### src/rtl/csel_pkg.sv
// Shared constants and elaboration helpers for the pipelined carry-select adder.
package csel_pkg;

    localparam logic OP_ADD = 1'b0;
    localparam logic OP_SUB = 1'b1;

    // Pipeline depth: one register stage per GPS carry-select groups.
    function automatic int lat_f(input int width, input int group, input int gps);
        return width / group / gps;
    endfunction

    // Legal only if the word splits evenly into groups and the groups evenly into stages.
    function automatic bit params_ok(input int width, input int group, input int gps);
        return (group > 0) && (gps > 0) && (width >= group * gps) &&
               ((width % group) == 0) && (((width / group) % gps) == 0);
    endfunction

endpackage

### src/rtl/csel_group.sv
// One carry-select group: sums for both carry hypotheses, picked by the real carry-in.
module csel_group #(
    parameter int GROUP = 4
) (
    input  logic [GROUP-1:0] a,
    input  logic [GROUP-1:0] b,
    input  logic             cin,
    output logic [GROUP-1:0] sum,
    output logic             cout,
    output logic             c_msb
);

    logic [GROUP:0] res0;
    logic [GROUP:0] res1;

    // Evaluate carry-in 0 and carry-in 1 in parallel, then select; c_msb recovers the carry into the top bit.
    always_comb begin
        res0 = {1'b0, a} + {1'b0, b};
        res1 = {1'b0, a} + {1'b0, b} + {{GROUP{1'b0}}, 1'b1};
        if (cin) begin
            sum  = res1[GROUP-1:0];
            cout = res1[GROUP];
        end else begin
            sum  = res0[GROUP-1:0];
            cout = res0[GROUP];
        end
        c_msb = a[GROUP-1] ^ b[GROUP-1] ^ sum[GROUP-1];
    end

endmodule

### src/rtl/pipe_csel_adder.sv
// Pipelined carry-select adder/subtractor with valid/ready streaming on both sides.
// Stage k resolves GPS groups using the carry registered by stage k-1; operand bits
// not yet consumed travel alongside, and resolved sum bits accumulate toward the output.
//
// Handshake: a transfer happens on a rising edge where valid and ready are both 1.
// The whole pipe moves together: advance = !out_valid | out_ready; in_ready = advance.
// While advance is 0 every stage holds, so out_* stay stable until out_ready is seen.
module pipe_csel_adder
    import csel_pkg::*;
#(
    parameter int WIDTH = 16,
    parameter int GROUP = 4,
    parameter int GPS   = 2
) (
    input  logic             clk,
    input  logic             rst_n,
    input  logic             in_valid,
    output logic             in_ready,
    input  logic [WIDTH-1:0] in_a,
    input  logic [WIDTH-1:0] in_b,
    input  logic             in_cin,
    input  logic             in_sub,
    output logic             out_valid,
    input  logic             out_ready,
    output logic [WIDTH-1:0] out_sum,
    output logic             out_cout,
    output logic             out_ovf
);

    localparam int LAT = lat_f(WIDTH, GROUP, GPS);
    localparam int SW  = GROUP * GPS;

    if (!params_ok(WIDTH, GROUP, GPS)) begin : g_bad_params
        $error("pipe_csel_adder: WIDTH must be a multiple of GROUP*GPS");
    end

    logic advance;

    assign advance  = !out_valid || out_ready;
    assign in_ready = advance;

    for (genvar s = 0; s < LAT; s++) begin : g_stage
        localparam int LO  = s * SW;     // first bit resolved here
        localparam int HI  = LO + SW;    // bits below HI are resolved after this stage
        localparam int INW = WIDTH - LO; // operand bits still pending on entry

        logic             v_in;
        logic             cin_in;
        logic             sub_in;
        logic [INW-1:0]   a_in;
        logic [INW-1:0]   b_in;
        logic [INW-1:0]   b_eff;
        logic [HI-1:0]    sum_in;
        logic [GPS:0]     carry;
        logic [SW-1:0]    slice;
        logic             v_d, v_q;
        logic             c_d, c_q;
        logic [HI-1:0]    s_d, s_q;

        if (s == 0) begin : g_src
            assign v_in   = in_valid;
            assign sub_in = in_sub;
            assign cin_in = in_cin ^ (in_sub == OP_SUB);
            assign a_in   = in_a;
            assign b_in   = in_b;
            assign sum_in = slice;
        end else begin : g_src
            assign v_in   = g_stage[s-1].v_q;
            assign sub_in = g_stage[s-1].g_up.sub_q;
            assign cin_in = g_stage[s-1].c_q;
            assign a_in   = g_stage[s-1].g_up.a_q;
            assign b_in   = g_stage[s-1].g_up.b_q;
            assign sum_in = {slice, g_stage[s-1].s_q};
        end

        assign b_eff    = (sub_in == OP_SUB) ? ~b_in : b_in;
        assign carry[0] = cin_in;

        for (genvar j = 0; j < GPS; j++) begin : g_grp
            logic msb_carry;

            csel_group #(.GROUP(GROUP)) u_group (
                .a     (a_in[j*GROUP +: GROUP]),
                .b     (b_eff[j*GROUP +: GROUP]),
                .cin   (carry[j]),
                .sum   (slice[j*GROUP +: GROUP]),
                .cout  (carry[j+1]),
                .c_msb (msb_carry)
            );

            // Only the word's top group feeds the overflow flag.
            if (s != LAT - 1 || j != GPS - 1) begin : g_msb_unused
                logic unused_msb;
                assign unused_msb = msb_carry;
            end
        end

        // Valid, carry and resolved sum shift on advance, otherwise hold.
        always_comb begin
            v_d = v_q;
            c_d = c_q;
            s_d = s_q;
            if (advance) begin
                v_d = v_in;
                c_d = carry[GPS];
                s_d = sum_in;
            end
        end

        // Stage register for valid, carry and resolved sum bits.
        always_ff @(posedge clk) begin
            if (!rst_n) begin
                v_q <= 1'b0;
                c_q <= 1'b0;
                s_q <= '0;
            end else begin
                v_q <= v_d;
                c_q <= c_d;
                s_q <= s_d;
            end
        end

        if (s < LAT - 1) begin : g_up
            localparam int UPW = WIDTH - HI;

            logic [UPW-1:0] a_d, a_q;
            logic [UPW-1:0] b_d, b_q;
            logic           sub_d, sub_q;

            // Unresolved operand bits and the op flag ride along to the next stage.
            always_comb begin
                a_d   = a_q;
                b_d   = b_q;
                sub_d = sub_q;
                if (advance) begin
                    a_d   = a_in[INW-1:SW];
                    b_d   = b_in[INW-1:SW];
                    sub_d = sub_in;
                end
            end

            // Pending-operand register.
            always_ff @(posedge clk) begin
                if (!rst_n) begin
                    a_q   <= '0;
                    b_q   <= '0;
                    sub_q <= 1'b0;
                end else begin
                    a_q   <= a_d;
                    b_q   <= b_d;
                    sub_q <= sub_d;
                end
            end
        end else begin : g_out
            logic ovf_d, ovf_q;

            // Signed overflow: carry into the MSB differs from the carry out of it.
            always_comb begin
                ovf_d = ovf_q;
                if (advance) begin
                    ovf_d = carry[GPS] ^ g_grp[GPS-1].msb_carry;
                end
            end

            // Overflow flag register, part of the output stage.
            always_ff @(posedge clk) begin
                if (!rst_n) begin
                    ovf_q <= 1'b0;
                end else begin
                    ovf_q <= ovf_d;
                end
            end
        end
    end

    assign out_valid = g_stage[LAT-1].v_q;
    assign out_sum   = g_stage[LAT-1].s_q;
    assign out_cout  = g_stage[LAT-1].c_q;
    assign out_ovf   = g_stage[LAT-1].g_out.ovf_q;

endmodule
### config.mk
export PLATFORM = sky130hd
export DESIGN_NAME = pipe_csel_adder
export DESIGN_NICKNAME = d
export VERILOG_FILES = /design/src/rtl/csel_pkg.sv /design/src/rtl/csel_group.sv /design/src/rtl/pipe_csel_adder.sv
export SDC_FILE = /design/constraint.sdc
export NUM_CORES = 1
export LEC_CHECK = 0
export ABC_CLOCK_PERIOD_IN_PS = 3300
export BUFFER_PORTS_ARGS = -buffer_cell sky130_fd_sc_hd__buf_2
export CAP_MARGIN = 40
export CORE_MARGIN = 5
export CORE_UTILIZATION = 45
export CTS_CLUSTER_DIAMETER = 40
export DETAILED_ROUTE_END_ITERATION = 12
export HOLD_SLACK_MARGIN = 0.05
export PLACE_DENSITY = 0.71
export RECOVER_POWER = 50
export SLEW_MARGIN = 20
export SYNTH_ARGS = -nofsm -noshare
export SYNTH_HDL_FRONTEND = slang
export SYNTH_SLANG_ARGS = --single-unit
### constraint.sdc
create_clock -name clk -period 3.3 [get_ports clk]
set_clock_uncertainty 0.05 [all_clocks]
set_input_delay 0.99 -clock clk [delete_from_list [all_inputs] [get_ports clk]]
set_output_delay 0.99 -clock clk [all_outputs]
set_load 0.005 [all_outputs]
==> results.toml <==
[run_status]
status = "finished, final reports clean"

[min_path]
hp-start = "out_sum[6]"
hp-class = "flop to flop"
min_path_cells = 2
hold_end = "out_sum[6]"

[synth]
synth_top_area_share = 0.3434
synthesis.area_mm2 = 0.002681
ys_seq_area_frac = 0.3434
synth_fp_nets = 388
synth_largest_area_cell = "dfxtp_1"
synthCells = 326
synth_cell_type_count = 33
synth_area_leaders = "dfxtp_1 34%, ha_1 9.3%, nand2_1 8.7%"
avgSynthCellArea_um2 = 8.225
ys_seq_elements = 46
yosysWarnings = 0

[detailed_routing]
dr.pass1.iters = 4
ant_nets = 0
drt_wl_total_um = 5439
drt_iter0_markers = 81
via_per_inst = 4.933
via_count = 2269
drt-wirelength-per-cell_um = 11.82
drc = 0

[worst_setup_path]
critPathLaunchType = "input port"
required_ps = 3490
timing.rr.end = "out_ovf"
regToRegSetupSlack_ps = 230
crit_path_end_kind = "flop"
ff2ff_path_depth = 13
r2r_start = "g_stage[0].g_up.sub_q"
worstPathMaxFanout = 7
worstPathArrival_ps = 3270
path_class = "input port to flop"

[placed_design]
place_area_mm2 = 0.003073
dpl_worst_slack_ps = -89.13
dp_hpwl_um = 4163
dpl.cell_count = 452
io_buffers = 57
place_congestion = 0.7857

[timing]
timing.final.ws_setup_ps = 218.9
tightest_slew_ps = 1173
hold_viol = 0
setup_tns_ps = 0
finalSetupViolations = 0
holdWs_ps = 402.6
report.final.slew_viol_count = 0
min_period_ps = 3081
max-slew-margin-rel = 0.2179
period_share = 0.9337
grt_setup_unrepaired = "no"
max_freq_mhz = 324.6

[clocking]
numCtsBuffers = 5
clkTransAtPathRegs_ps = 90
cts_max_path_buffers = 2
postCtsSetupBuffers = 0
cts-root-buf = "clkbuf_8"
htreeDepth = 2
cts_tree = "built"
cts_hold_buf = 0
worst_skew_pair.late_latency_ps = 300
cts.sink_count = 46
post_cts_resized = 0

[final_layout]
final_area_mm2 = 0.003142
fin_util = 0.5370
final_common_cell = "nand2_1"
final_layout_size_suffix_gt1_frac = 0.1870
nFillCells = 568
diodes = 0
final_cell_mix = "62 x nand2_1, 47 x buf_2, 46 x dfxtp_1"
fin_nets = 446
finalNonFillerCells = 460
syn2layout_area_growth_pct = 17.17

[global_routing]
grt_pass1_wl_um = 9473
grt_max_degree = 56
grt_pass1_vias = 2189
track_usage = 0.1552
grt_overflow = 0
grt_antenna_before_repair = 0

[die]
io_pins = 58
num_rows = 28
dieHeight_um = 87.19
fp.dieW_um = 87.19
initial_core_util = 0.4583
die_area_mm2 = 0.007602
core_area_mm2 = 0.005851

[pwr]
p_leak_nw = 1.479
p_per_area_mw_per_mm2 = 463.3
finalPower_mw = 1.455
peakVddDrop_mv = 0.2225

[run]
cap_viol_max_count = 0
final cells by class:
cell class | instances | area (µm²) | share of cell area
sequential | 46 | 920.9 | 0.2931
inverter | 22 | 82.58 | 0.02628
multi-input combinational | 241 | 1605 | 0.5110
clock inverter | 3 | 21.27 | 0.006770
clock buffer | 5 | 68.82 | 0.02190
timing repair buffer | 68 | 349.1 | 0.1111
tap | 75 | 93.84 | 0.02987
per-layer routing:
metal	vias up	global-route usage	wire length, µm
li1	1199	-	-
met1	1017	0.1997	2576
met2	46	0.2574	2496
met3	7	0.04257	303
met4	0	0.03905	63
met5	-	0	0
cells by family after synthesis:
kind of cell | after synthesis | share of synthesized area
compound gates | 69 | 0.1470
mux | 3 | 0.01260
fa+ha+maj | 24 | 0.1232
buf+inv | 39 | 0.05786
simple gates | 106 | 0.1759
xor+xnor | 39 | 0.1400
flops | 46 | 0.3434
worst max path at each step:
| stage | startpoint | to | depth (start not counted) |
|---|---|---|---|
| floorplan | in_sub | g_stage[0].c_q | 12 |
| global placement | in_sub | g_stage[0].c_q | 12 |
| detailed placement | in_sub | g_stage[0].c_q | 12 |
| CTS | in_sub | g_stage[0].c_q | 12 |
| global route | g_stage[0].g_up.sub_q | out_ovf | 13 |
| finish | in_sub | g_stage[0].c_q | 12 |
worst max-delay path: stages:
cell and delay, ps:
buf_2 130, xor2_1 160, ha_1 190, inv_1 70, fa_1 420, inv_1 80
ha_1 200, nand2_4 70, nor3_4 190, xnor2_2 130, or4_1 540, nand3_1 90
sequential cells by signal, indices dropped and copies added (netlist names):
name and count:
out_sum 16, g_stage.g_up.a_q 8, g_stage.g_up.b_q 8, g_stage.s_q 8
g_stage.c_q 1, g_stage.g_up.sub_q 1, g_stage.v_q 1, out_cout 1
out_ovf 1, out_valid 1
synthesized netlist by cell type, drive strengths merged:
library cell and n:
nand2 63, dfxtp 46, a21oi 37, xor2 24
inv 22, ha 20, nor2 16, xnor2 15
clkbuf 14, o21ai 13, a211oi 11, nand3 8
a21o 6, nor3 6, fa 4, nor2b 4
buf 3, mux2i 3, or3 3, a31oi 2
nor3b 2, nand2b 1, nand3b 1, nand4 1
or4 1
report_power, final:
part | total, mW | switching, mW | leakage [nW] | internal (mW)
logic | 0.451 | 0.236 | 1.05 | 0.215
registers | 0.662 | 0.0378 | 0.382 | 0.624
clock network | 0.343 | 0.194 | 0.0441 | 0.149
total | 1.46 | 0.467 | 1.48 | 0.988
Note: power is estimated with default switching activity, not from simulation.
